<file path="src/rtl/fp16_seq_pkg.sv">
// Shared types and constants for the fp16 calculator front-end sequencer.
`timescale 1ns/1ps
package fp16_seq_pkg;

  // Sequencer states; the encoding is visible on state_out.
  typedef enum logic [2:0] {
    ST_LOAD_A1 = 3'd0,
    ST_LOAD_A2 = 3'd1,
    ST_LOAD_B1 = 3'd2,
    ST_LOAD_B2 = 3'd3,
    ST_START   = 3'd4,
    ST_WAIT    = 3'd5,
    ST_SHOW    = 3'd6,
    ST_ERR     = 3'd7
  } state_t;

  // Result shown when the datapath never answers.
  localparam logic [15:0] FP16_QNAN = 16'h7E00;

  // Operation codes understood by the arithmetic unit.
  localparam logic [1:0] OP_ADD = 2'b00;
  localparam logic [1:0] OP_SUB = 2'b01;
  localparam logic [1:0] OP_MUL = 2'b10;
  localparam logic [1:0] OP_DIV = 2'b11;

endpackage

</file>
<file path="src/rtl/btn_debounce.sv">
// Two-flop synchronizer, consecutive-sample debouncer and rising-edge press pulse.
`timescale 1ns/1ps
module btn_debounce #(
  parameter int DEBOUNCE_CYCLES = 16
) (
  input  logic clk,
  input  logic reset,
  input  logic btn_raw,
  output logic press
);

  localparam int CW = $clog2(DEBOUNCE_CYCLES + 1);

  logic          sync_1;
  logic          sync_2;
  logic          level;
  logic          level_prev;
  logic [CW-1:0] cnt;

  // Synchronize the raw button, then flip the level after enough differing samples.
  // NOTE: state registers use non-blocking assignments so every flop samples pre-edge values.
  always_ff @(posedge clk) begin
    if (reset) begin
      sync_1     <= 1'b0;
      sync_2     <= 1'b0;
      level      <= 1'b0;
      level_prev <= 1'b0;
      cnt        <= '0;
    end else begin
      sync_1     <= btn_raw;
      sync_2     <= sync_1;
      level_prev <= level;
      if (sync_2 != level) begin
        if (cnt == CW'(DEBOUNCE_CYCLES - 1)) begin
          level <= sync_2;
          cnt   <= '0;
        end else begin
          cnt <= cnt + 1'b1;
        end
      end else begin
        cnt <= '0;
      end
    end
  end

  // One-cycle pulse on the debounced 0->1 transition; releases produce nothing.
  assign press = level & ~level_prev;

endmodule

</file>
<file path="src/rtl/fp16_calc_sequencer.sv">
// Operand load sequencer, start/done handshake with timeout, and result hold for the fp16 calculator.
`timescale 1ns/1ps
module fp16_calc_sequencer
  import fp16_seq_pkg::*;
#(
  parameter int DEBOUNCE_CYCLES = 16,
  parameter int TIMEOUT_CYCLES  = 64
) (
  input  logic        clk,
  input  logic        reset,
  input  logic [7:0]  data_in,
  input  logic [1:0]  op_in,
  input  logic        next_btn,
  input  logic        cancel_btn,
  output logic [15:0] calc_a,
  output logic [15:0] calc_b,
  output logic [1:0]  calc_op,
  output logic        calc_start,
  input  logic        calc_done,
  input  logic [15:0] calc_result,
  output logic [15:0] result_out,
  output logic [2:0]  state_out,
  output logic        busy,
  output logic        error
);

  localparam int TW = $clog2(TIMEOUT_CYCLES + 1);

  state_t        state;
  state_t        state_nx;
  logic          next_press;
  logic          cancel_press;
  logic [TW-1:0] to_cnt;
  logic          timeout_hit;

  btn_debounce #(.DEBOUNCE_CYCLES(DEBOUNCE_CYCLES)) u_next_db (
    .clk     (clk),
    .reset   (reset),
    .btn_raw (next_btn),
    .press   (next_press)
  );

  btn_debounce #(.DEBOUNCE_CYCLES(DEBOUNCE_CYCLES)) u_cancel_db (
    .clk     (clk),
    .reset   (reset),
    .btn_raw (cancel_btn),
    .press   (cancel_press)
  );

  // Counter holds the number of WAIT cycles already spent; the last allowed one is TIMEOUT_CYCLES-1.
  assign timeout_hit = (to_cnt == TW'(TIMEOUT_CYCLES - 1));

  // State register.
  always_ff @(posedge clk) begin
    if (reset) state <= ST_LOAD_A1;
    else       state <= state_nx;
  end

  // Next-state logic; cancel overrides everything, done beats timeout.
  // NOTE: the default assignment up front keeps this block free of inferred latches.
  always_comb begin
    state_nx = state;
    if (cancel_press) begin
      state_nx = ST_LOAD_A1;
    end else begin
      unique case (state)
        ST_LOAD_A1: if (next_press) state_nx = ST_LOAD_A2;
        ST_LOAD_A2: if (next_press) state_nx = ST_LOAD_B1;
        ST_LOAD_B1: if (next_press) state_nx = ST_LOAD_B2;
        ST_LOAD_B2: if (next_press) state_nx = ST_START;
        ST_START:   state_nx = ST_WAIT;
        ST_WAIT: begin
          if (calc_done)        state_nx = ST_SHOW;
          else if (timeout_hit) state_nx = ST_ERR;
        end
        ST_SHOW, ST_ERR: if (next_press) state_nx = ST_LOAD_A1;
        default: state_nx = ST_LOAD_A1;
      endcase
    end
  end

  // Moore outputs decoded from the current state.
  always_comb begin
    state_out  = state;
    calc_start = (state == ST_START);
    busy       = (state == ST_START) || (state == ST_WAIT);
    error      = (state == ST_ERR);
  end

  // Operand, op, result and timeout registers.
  always_ff @(posedge clk) begin
    if (reset) begin
      calc_a     <= '0;
      calc_b     <= '0;
      calc_op    <= '0;
      result_out <= '0;
      to_cnt     <= '0;
    end else if (cancel_press) begin
      calc_a  <= '0;
      calc_b  <= '0;
      calc_op <= '0;
    end else begin
      case (state)
        ST_LOAD_A1: if (next_press) calc_a[15:8] <= data_in;
        ST_LOAD_A2: if (next_press) calc_a[7:0]  <= data_in;
        ST_LOAD_B1: if (next_press) calc_b[15:8] <= data_in;
        ST_LOAD_B2: begin
          // op is captured on the edge that enters START so it is valid during the start pulse.
          if (next_press) begin
            calc_b[7:0] <= data_in;
            calc_op     <= op_in;
          end
        end
        ST_START: to_cnt <= '0;
        ST_WAIT: begin
          if (calc_done)        result_out <= calc_result;
          else if (timeout_hit) result_out <= FP16_QNAN;
          else                  to_cnt     <= to_cnt + 1'b1;
        end
        default: ;
      endcase
    end
  end

endmodule

</file>
<file path="config.mk">
export PLATFORM = sky130hd
export DESIGN_NAME = fp16_calc_sequencer
export DESIGN_NICKNAME = d
export VERILOG_FILES = /design/src/rtl/fp16_seq_pkg.sv /design/src/rtl/btn_debounce.sv /design/src/rtl/fp16_calc_sequencer.sv
export SDC_FILE = /design/constraint.sdc
export NUM_CORES = 1
export LEC_CHECK = 0
export ABC_AREA = 1
export CAP_MARGIN = 5
export CORE_ASPECT_RATIO = 0.5
export CORE_MARGIN = 10
export CORE_UTILIZATION = 62
export DETAILED_ROUTE_END_ITERATION = 8
export DONT_BUFFER_PORTS = 1
export GPL_ROUTABILITY_DRIVEN = 0
export PLACE_DENSITY = 0.75
export SLEW_MARGIN = 40
export SYNTH_ARGS = -nofsm -noshare
export SYNTH_HDL_FRONTEND = slang
export SYNTH_SLANG_ARGS = --single-unit
</file>
<file path="constraint.sdc">
create_clock -name clk -period 1.7 [get_ports clk]
set_input_delay 0.51 -clock clk [delete_from_list [all_inputs] [get_ports clk]]
set_output_delay 0.51 -clock clk [all_outputs]
set_load 0.01 [all_outputs]
</file>
==> flow_metrics.env, run 1 <==
export IMPL_status="finished, final reports clean"
export IMPL_synth_area_top_cells="dfxtp_1, nor2_1, nand2_1"
export IMPL_synth_area_per_cell_um2=7.72
export IMPL_core_mm2=0.00495
export IMPL_synth_top_area_share_pct=49.0
export IMPL_wl_mm=7.46
export IMPL_finalHoldViolCount=0
export IMPL_hp_class="input pin to flip-flop"
export IMPL_area_growth_pct=10.1
export IMPL_cp_arrival_ns=1.08
export IMPL_fp_row_count=18
export IMPL_antenna_cells=0
export IMPL_min_period_ns=1.59
export IMPL_cts_buffers=9
export IMPL_clock_latency_ns=0.34
export IMPL_fin_tns_setup_ns=0
export IMPL_p_leak_nw=1.34
export IMPL_clock_sinks=78
export IMPL_finalClockSkew_ns=0.00984
export IMPL_setup_worst_path_end_class="primary output"
export IMPL_grt_start_max_net_pins=23
export IMPL_drt_first_pass_iters=5
export IMPL_synthesis_nets=449
export IMPL_slew_violations=0
export IMPL_worstPathRequired_ns=1.19
export IMPL_drive_gt1_share_pct=12.0
export IMPL_fin_crit_sh_pct=93.2
export IMPL_die_y_um=70.7
export IMPL_cts_root_buf="clkbuf_8"
export IMPL_final_antenna_net_count=0
export IMPL_track_usage_pct=17.1
export IMPL_antenna_found_initial=0
export IMPL_netlist_area_mm2=0.00319
export IMPL_initial_core_util_pct=64.4
export IMPL_ys_warnings_count=0
export IMPL_vias=2679
export IMPL_peakVddDrop_mv=0.564
export IMPL_critPathLaunchType="flip-flop"
export IMPL_tightest_slew_ns=0.399
export IMPL_clk_pin_slew_ns=0.08
export IMPL_die_area_mm2=0.00859
export IMPL_dp_hpwl_mm=5.56
export IMPL_setup_viol=0
export IMPL_drt_wirelength_per_cell_um=15.1
export IMPL_ys_seq_elements=78
export IMPL_whs_ns=0.236
export IMPL_yosysUniqueCellTypes=32
export IMPL_drc_errors=0
export IMPL_fmax_mhz=631
export IMPL_cts_tree="yes"
export IMPL_clk_path_buf_depth=2
export IMPL_die_x_um=121
export IMPL_grt_pass1_wl_mm=12.2
export IMPL_drt_initial_drc_count=204
export IMPL_ys_seq_area_share_pct=49.0
export IMPL_nNetsFinal=455
export IMPL_rsz0062_at_grt="false"
export IMPL_ioPinCount=87
export IMPL_postCtsSetupBuffers=0
export IMPL_cap_violations=0
export IMPL_relSlewSlack_pct=73.3
export IMPL_crit_type="flip-flop to primary output"
export IMPL_drt_vias_per_instance=5.42
export IMPL_htree_num_levels=3
export IMPL_synthCells=413
export IMPL_synth_top_cell_by_area="dfxtp_1"
export IMPL_io_buffer_count=0
export IMPL_final_core_util_pct=70.9
export IMPL_total_power_mw=3.44
export IMPL_grt_pass1_vias=2503
export IMPL_cp_max_fo=7
export IMPL_power_density_mw_per_mm2=981
export IMPL_overflow=0
export IMPL_ctsHoldBuffers=0
-- cells by family (layout without fill, tap and decap cells) --
family | after synthesis | count (layout) | share of synthesized area [%]
buffers and inverters | 64 | 75 | 8.40
AO/OA/AOI/OAI | 79 | 79 | 13.0
AND/OR/NAND/NOR | 186 | 186 | 27.4
adder cells (fa/ha/maj) | 5 | 5 | 1.96
XOR/XNOR | 1 | 1 | 0.275
flip-flops | 78 | 78 | 49.0
-- report_power, final --
part / internal (mW) / switching (mW) / leakage (nW)
clock network: 0.874 / 0.682 / 0.109
logic: 0.0178 / 0.0355 / 0.605
registers: 1.83 / 0.00351 / 0.630
total: 2.72 / 0.721 / 1.34
-- flip-flops by register name, summed over array words and instances (netlist names) --
register,count
to_cnt,7
u_cancel_db.sync_2,1
calc_op,2
u_cancel_db.sync_1,1
u_cancel_db.cnt,5
calc_b,16
u_cancel_db.level_prev,1
calc_a,16
u_next_db.cnt,5
u_cancel_db.level,1
u_next_db.sync_2,1
u_next_db.level_prev,1
result_out,16
u_next_db.sync_1,1
state_out,3
u_next_db.level,1
-- cells in the mapped netlist (all sizes together) --
cell type / n
xnor2: 1
buf: 8
nand4: 20
nor2: 83
clkbuf: 5
o21a: 1
nor3b: 2
o21bai: 1
o21ai: 32
nor3: 2
o211ai: 2
a31oi: 1
a211oi: 1
clkinv: 1
ha: 5
nand3: 13
dfxtp: 78
inv: 50
nand2: 66
a21oi: 41
-- per-stage QoR --
stage	cells	worst slack, ns	area [um2]
6_report	494	0.115	3510
5_1_grt	494	0.0227	3510
4_1_cts	494	0.0279	3500
3_5_place_dp	478	0.127	3260
3_3_place_gp	478	0.245	3260
2_1_floorplan	413	0.336	3190
-- cells in the final DEF, fill, tap and decap left out, drive strengths merged --
master and count:
nor2 83, dfxtp 78, nand2 66, inv 51
a21oi 41, o21ai 32, nand4 20, nand3 13
clkbuf 10, buf 8, ha 5, nor3 2
o211ai 2, nor3b 2, bufinv 2, clkinvlp 2
clkinv 2, xnor2 1, o21bai 1, a211oi 1
o21a 1, a31oi 1
-- path summary, 6_finish.rpt --
check                           slack, ns                     startpoint  cells after the start                       endpoint
worst min register to register       0.41  u_cancel_db.sync_1$_SDFF_PP0_                      2  u_cancel_db.sync_2$_SDFF_PP0_
worst max register to register       0.20  u_cancel_db.cnt[0]$_SDFF_PP0_                      8  u_cancel_db.cnt[3]$_SDFF_PP0_
worst min-delay path                 0.24                          reset                      1  u_cancel_db.sync_2$_SDFF_PP0_
worst max-delay path                 0.11      state_out[1]$_SDFFE_PP0P_                      3                     calc_start
-- layer usage --
metal	share of wire, %	routed length [um]	GRT usage [%]
met1	40	2980	19.2
met2	43	3190	25.3
met4	0.84	63	4.99
met5	0	0	0
met3	16	1230	12.5
-- critical path, stage by stage (launching register included) --
cell and delay (ns):
dfxtp_2 0.37, inv_2 0.11, nand2_4 0.10, nor2_2 0.15
-- repair_timing --
item | CTS | global route
endpoints found under the setup margin | 3 | 12
gates resized for setup | 3 | 5
pin swaps | 0 | 1
endpoints found under the hold margin | 0 | 0
-- layout make-up --
type | instances | area (um2)
clock buffers | 10 | 138
clock inverters | 6 | 92.6
fillers | 419 | 1440
inverters | 51 | 191
multi-input cells | 271 | 1380
flip-flops and latches | 78 | 1570
well taps | 70 | 87.6
repair buffers | 8 | 60.1
No activity file was read; power rests on OpenSTA's default activity.
==> run 2: changes to the inputs <==
GPL_TIMING_DRIVEN = 0   (was default)
==> flow_metrics.env, run 2 (synthesis gave the netlist of run 1 again) <==
export IMPL_critPathLaunchType="flip-flop"
export IMPL_setup_worst_path_end_class="primary output"
export IMPL_fin_tns_setup_ns=0
export IMPL_rsz0062_at_grt="true"
export IMPL_wl_mm=7.66
export IMPL_antenna_cells=0
export IMPL_fp_row_count=18
export IMPL_clock_sinks=78
export IMPL_drt_first_pass_iters=4
export IMPL_peakVddDrop_mv=0.511
export IMPL_nNetsFinal=461
export IMPL_clk_pin_slew_ns=0.08
export IMPL_drt_wirelength_per_cell_um=15.3
export IMPL_area_growth_pct=10.0
export IMPL_crit_start="state_out[0]$_SDFFE_PP0P_"
export IMPL_cp_arrival_ns=1.15
export IMPL_ctsHoldBuffers=0
export IMPL_fmax_mhz=603
export IMPL_p_leak_nw=1.32
export IMPL_die_area_mm2=0.00859
export IMPL_overflow=0
export IMPL_biggestRegsByFlops="calc_a x16, calc_b x16, result_out x16"
export IMPL_dr_wl_met2_mm=3.28
export IMPL_layout_commonest_cell="dfxtp_1"
export IMPL_crit_type="flip-flop to primary output"
export IMPL_min_period_ns=1.66
export IMPL_initial_core_util_pct=64.4
export IMPL_fin_crit_sh_pct=97.6
export IMPL_cts_tree="yes"
export IMPL_dp_hpwl_mm=5.71
export IMPL_hp_class="input pin to flip-flop"
export IMPL_drt_initial_drc_count=140
export IMPL_clock_latency_ns=0.35
export IMPL_multi_input_area_mm2=0.00138
export IMPL_reg2reg_setup_slack_ns=0.12
export IMPL_total_power_mw=3.33
export IMPL_clk_path_buf_depth=2
export IMPL_grt_pass1_wl_mm=12.4
export IMPL_setup_ws_ns=0.0406
export IMPL_crit_end="error"
export IMPL_final_cell_mix="dfxtp_1, nor2_1, nand2_1"
export IMPL_io_buffer_count=0
export IMPL_r2r_start="state_out[1]$_SDFFE_PP0P_"
export IMPL_final_antenna_net_count=0
export IMPL_core_mm2=0.00495
export IMPL_power_density_mw_per_mm2=949
export IMPL_drc_errors=0
export IMPL_relSlewSlack_pct=68.9
export IMPL_post_place_cells=483
export IMPL_grt_pass1_vias=2554
export IMPL_cp_max_fo=6
export IMPL_slew_violations=0
export IMPL_cap_violations=0
export IMPL_grt_start_max_net_pins=16
export IMPL_wl_met1_mm=3.03
export IMPL_tightest_slew_ns=0.466
export IMPL_finalHoldViolCount=0
export IMPL_drive_gt1_share_pct=11.9
export IMPL_layout_cells_non_filler=500
export IMPL_dp_slack_ns=0.0807
export IMPL_die_y_um=70.7
export IMPL_htree_num_levels=3
export IMPL_drt_vias_per_instance=5.43
export IMPL_worstRegToRegCells=8
export IMPL_vias=2714
export IMPL_setup_viol=0
export IMPL_seq_area_mm2=0.00157
export IMPL_worstPathRequired_ns=1.19
export IMPL_dr_wl_met3_mm=1.25
export IMPL_cts_buffers=9
export IMPL_ioPinCount=87
export IMPL_track_usage_pct=17.7
export IMPL_fillCellCount=423
export IMPL_antenna_found_initial=0
export IMPL_top_layer="met4"
export IMPL_die_x_um=121
export IMPL_finalClockSkew_ns=0.0112
export IMPL_status="finished, final reports clean"
export IMPL_r2r_end="to_cnt[5]$_SDFFE_PP0P_"
export IMPL_cts_root_buf="clkbuf_8"
export IMPL_final_core_util_pct=70.8
## run 2: layout make-up
class	count	area share, %
clock inverters	7	2.28
multi-input cells	271	39.3
flip-flops and latches	78	44.6
inverters	51	5.45
plain buffers	13	2.17
well taps	70	2.50
clock buffers	9	3.53
repair buffers	1	0.214
## run 2: report_power, final
part           total, mW  switching, mW  internal [mW]
clock network       1.43          0.730          0.701
registers           1.83        0.00319           1.83
logic             0.0667         0.0496         0.0171
## run 2: repair_timing
| action | 4_1_cts | 5_1_grt |
|---|---|---|
| resized for setup | 6 | 3 |
| gates cloned | 0 | 0 |
| pin swaps | 0 | 0 |
| endpoints found under the setup margin | 3 | 10 |
| buffers inserted | 1 | 0 |
## run 2: layer usage
layer	GRT usage (%)	vias to the layer above
met5	0	-
met4	4.60	0
met3	13.1	16
met2	26.9	120
met1	19.3	1217
li1	-	1361
## run 2: per-stage QoR
step	hold WS (ns)	instance area (um2)
after global routing	0.244	3510
after detailed placement	0.396	3280
after CTS	0.243	3500
final	0.259	3510
after floorplan	0.388	3190
after global placement	0.390	3280
## run 2: worst min path at each step
| stage | from | slack, ns | end | cells after the start |
|---|---|---|---|---|
| 2_1_floorplan | u_cancel_db.sync_1$_SDFF_PP0_ | 0.39 | u_cancel_db.sync_2$_SDFF_PP0_ | 2 |
| 3_3_place_gp | u_cancel_db.sync_1$_SDFF_PP0_ | 0.39 | u_cancel_db.sync_2$_SDFF_PP0_ | 2 |
| 3_5_place_dp | u_next_db.sync_1$_SDFF_PP0_ | 0.40 | u_next_db.sync_2$_SDFF_PP0_ | 2 |
| 4_1_cts | cancel_btn | 0.24 | u_cancel_db.sync_1$_SDFF_PP0_ | 2 |
| 5_1_grt | cancel_btn | 0.24 | u_cancel_db.sync_1$_SDFF_PP0_ | 2 |
| 6_report | cancel_btn | 0.26 | u_cancel_db.sync_1$_SDFF_PP0_ | 2 |
## run 2: critical path, stage by stage (launching register included)
cell,delay (ns)
dfxtp_2,0.46
inv_2,0.15
nor2_2,0.19
==> run 3: changes to the inputs <==
CORE_ASPECT_RATIO = 0.7   (was 0.5)
CORE_UTILIZATION = 44   (was 62)
PLACE_DENSITY = 0.56   (was 0.75)
==> flow_metrics.env, run 3 (synthesis gave the netlist of run 1 again) <==
export IMPL_rsz0062_at_grt="false"
export IMPL_power_density_mw_per_mm2=948
export IMPL_worstRegToRegCells=9
export IMPL_ctsHoldBuffers=0
export IMPL_setup_worst_path_end_class="primary output"
export IMPL_clockPowerShare_pct=44.3
export IMPL_r2r_start="state_out[1]$_SDFFE_PP0P_"
export IMPL_grt_pass1_vias=2390
export IMPL_antenna_cells=0
export IMPL_min_period_ns=1.64
export IMPL_antenna_found_initial=0
export IMPL_setup_ws_ns=0.0609
export IMPL_cp_arrival_ns=1.13
export IMPL_drc_errors=0
export IMPL_fmax_mhz=610
export IMPL_clk_path_buf_depth=2
export IMPL_clk_pin_slew_ns=0.08
export IMPL_fp_row_count=25
export IMPL_dp_hpwl_mm=6.19
export IMPL_core_mm2=0.00688
export IMPL_drive_gt1_share_pct=12.7
export IMPL_area_growth_pct=12.9
export IMPL_min_delay_start="cancel_btn"
export IMPL_post_place_cells=507
export IMPL_wl_mm=8.03
export IMPL_die_x_um=122
export IMPL_cp_max_fo=8
export IMPL_biggestRegsByFlops="calc_a x16, calc_b x16, result_out x16"
export IMPL_r2r_end="to_cnt[6]$_SDFFE_PP0P_"
export IMPL_finalHoldViolCount=0
export IMPL_layout_cells_non_filler=528
export IMPL_drt_vias_per_instance=4.98
export IMPL_io_buffer_count=0
export IMPL_p_seq_share_pct=53.6
export IMPL_critPathLaunchType="flip-flop"
export IMPL_fin_crit_sh_pct=96.4
export IMPL_ioPinCount=87
export IMPL_drt_initial_drc_count=184
export IMPL_cts_tree="yes"
export IMPL_dp_slack_ns=0.111
export IMPL_hp_class="input pin to flip-flop"
export IMPL_min_path_cells=2
export IMPL_clock_latency_ns=0.35
export IMPL_worstPathRequired_ns=1.19
export IMPL_setup_viol=0
export IMPL_intPower_mw=2.71
export IMPL_grt_start_max_net_pins=13
export IMPL_cts_buffers=9
export IMPL_overflow=0
export IMPL_layout_commonest_cell="dfxtp_1"
export IMPL_clock_sinks=78
export IMPL_post_route_cell_area_mm2=0.00360
export IMPL_crit_type="flip-flop to primary output"
export IMPL_cts_root_buf="clkbuf_8"
export IMPL_worstHoldEndpoint="u_cancel_db.sync_1$_SDFF_PP0_"
export IMPL_tightest_slew_ns=0.516
export IMPL_crit_start="state_out[1]$_SDFFE_PP0P_"
export IMPL_final_antenna_net_count=0
export IMPL_die_area_mm2=0.0111
export IMPL_die_y_um=91.2
export IMPL_combPwrFrac_pct=2.1
export IMPL_fin_tns_setup_ns=0
export IMPL_drt_wirelength_per_cell_um=15.2
export IMPL_slew_violations=0
export IMPL_total_power_mw=3.41
export IMPL_dpl_instance_area_mm2=0.00331
export IMPL_grt_pass1_wl_mm=13.0
export IMPL_vias=2631
export IMPL_peakVddDrop_mv=0.346
export IMPL_p_sw_share_pct=20.6
export IMPL_reg2reg_setup_slack_ns=0.15
export IMPL_final_cell_mix="dfxtp_1, nor2_1, nand2_1"
export IMPL_track_usage_pct=14.5
export IMPL_relSlewSlack_pct=65.6
export IMPL_initial_core_util_pct=46.3
export IMPL_finalClockSkew_ns=0.0132
export IMPL_drt_first_pass_iters=5
export IMPL_htree_num_levels=3
export IMPL_p_leak_nw=1.36
export IMPL_nNetsFinal=465
export IMPL_cap_violations=0
export IMPL_netSwitchingPower_mw=0.702
export IMPL_status="finished, final reports clean"
run 3: worst max path at each step:
| stage | to | slack, ns |
|---|---|---|
| global placement | calc_b[6]$_SDFFE_PP0P_ | 0.13 |
| detailed placement | calc_b[13]$_SDFFE_PP0P_ | 0.11 |
| finish | calc_start | 0.06 |
| floorplan | u_cancel_db.cnt[3]$_SDFF_PP0_ | 0.34 |
| global route | error | 0.0008 |
| CTS | error | 0.003 |
run 3: routing by layer:
metal	routed length (um)	part of all wire [%]	track usage [%]	vias up
li1	-	-	-	1381
met1	3680	46	19.2	1188
met2	3610	45	21.1	54
met3	669	8.3	6.18	8
met4	70	0.87	3.56	0
met5	0	0	0	-
run 3: layout make-up:
type / instances / area, um2
Buffer: 13 / 82.6
Clock buffer: 12 / 145
Clock inverter: 4 / 70.1
Fill cell: 694 / 3280
Inverter: 51 / 191
Multi-Input combinational cell: 271 / 1390
Sequential cell: 78 / 1570
Tap cell: 94 / 118
Timing Repair Buffer: 5 / 37.5
run 3: worst max-delay path, stage by stage, from the launching register on:
cell     delay [ns]
dfxtp_4        0.37
buf_6          0.14
inv_2          0.08
nand2_4        0.07
nor2_4         0.13
run 3: repair_timing:
action	in CTS	in global routing
cloned	0	0
endpoints found under the setup margin	3	18
gates resized for setup	7	11
setup buffers	2	3
run 3: power by group through the flow:
stage / combinational (mW) / sequential [mW] / clock, mW
2_1_floorplan: 0.0497 / 1.88 / 0
3_3_place_gp: 0.0679 / 1.88 / 0
3_5_place_dp: 0.0687 / 1.88 / 0
4_1_cts: 0.0692 / 1.83 / 1.55
5_1_grt: 0.0817 / 1.83 / 1.63
6_report: 0.0715 / 1.83 / 1.51
run 3: through the flow:
step           util, %  hold slack [ns]
2_1_floorplan        -            0.388
3_3_place_gp      48.1            0.390
3_5_place_dp      48.1            0.396
4_1_cts           51.6            0.258
5_1_grt           52.3            0.263
6_report          52.3            0.267
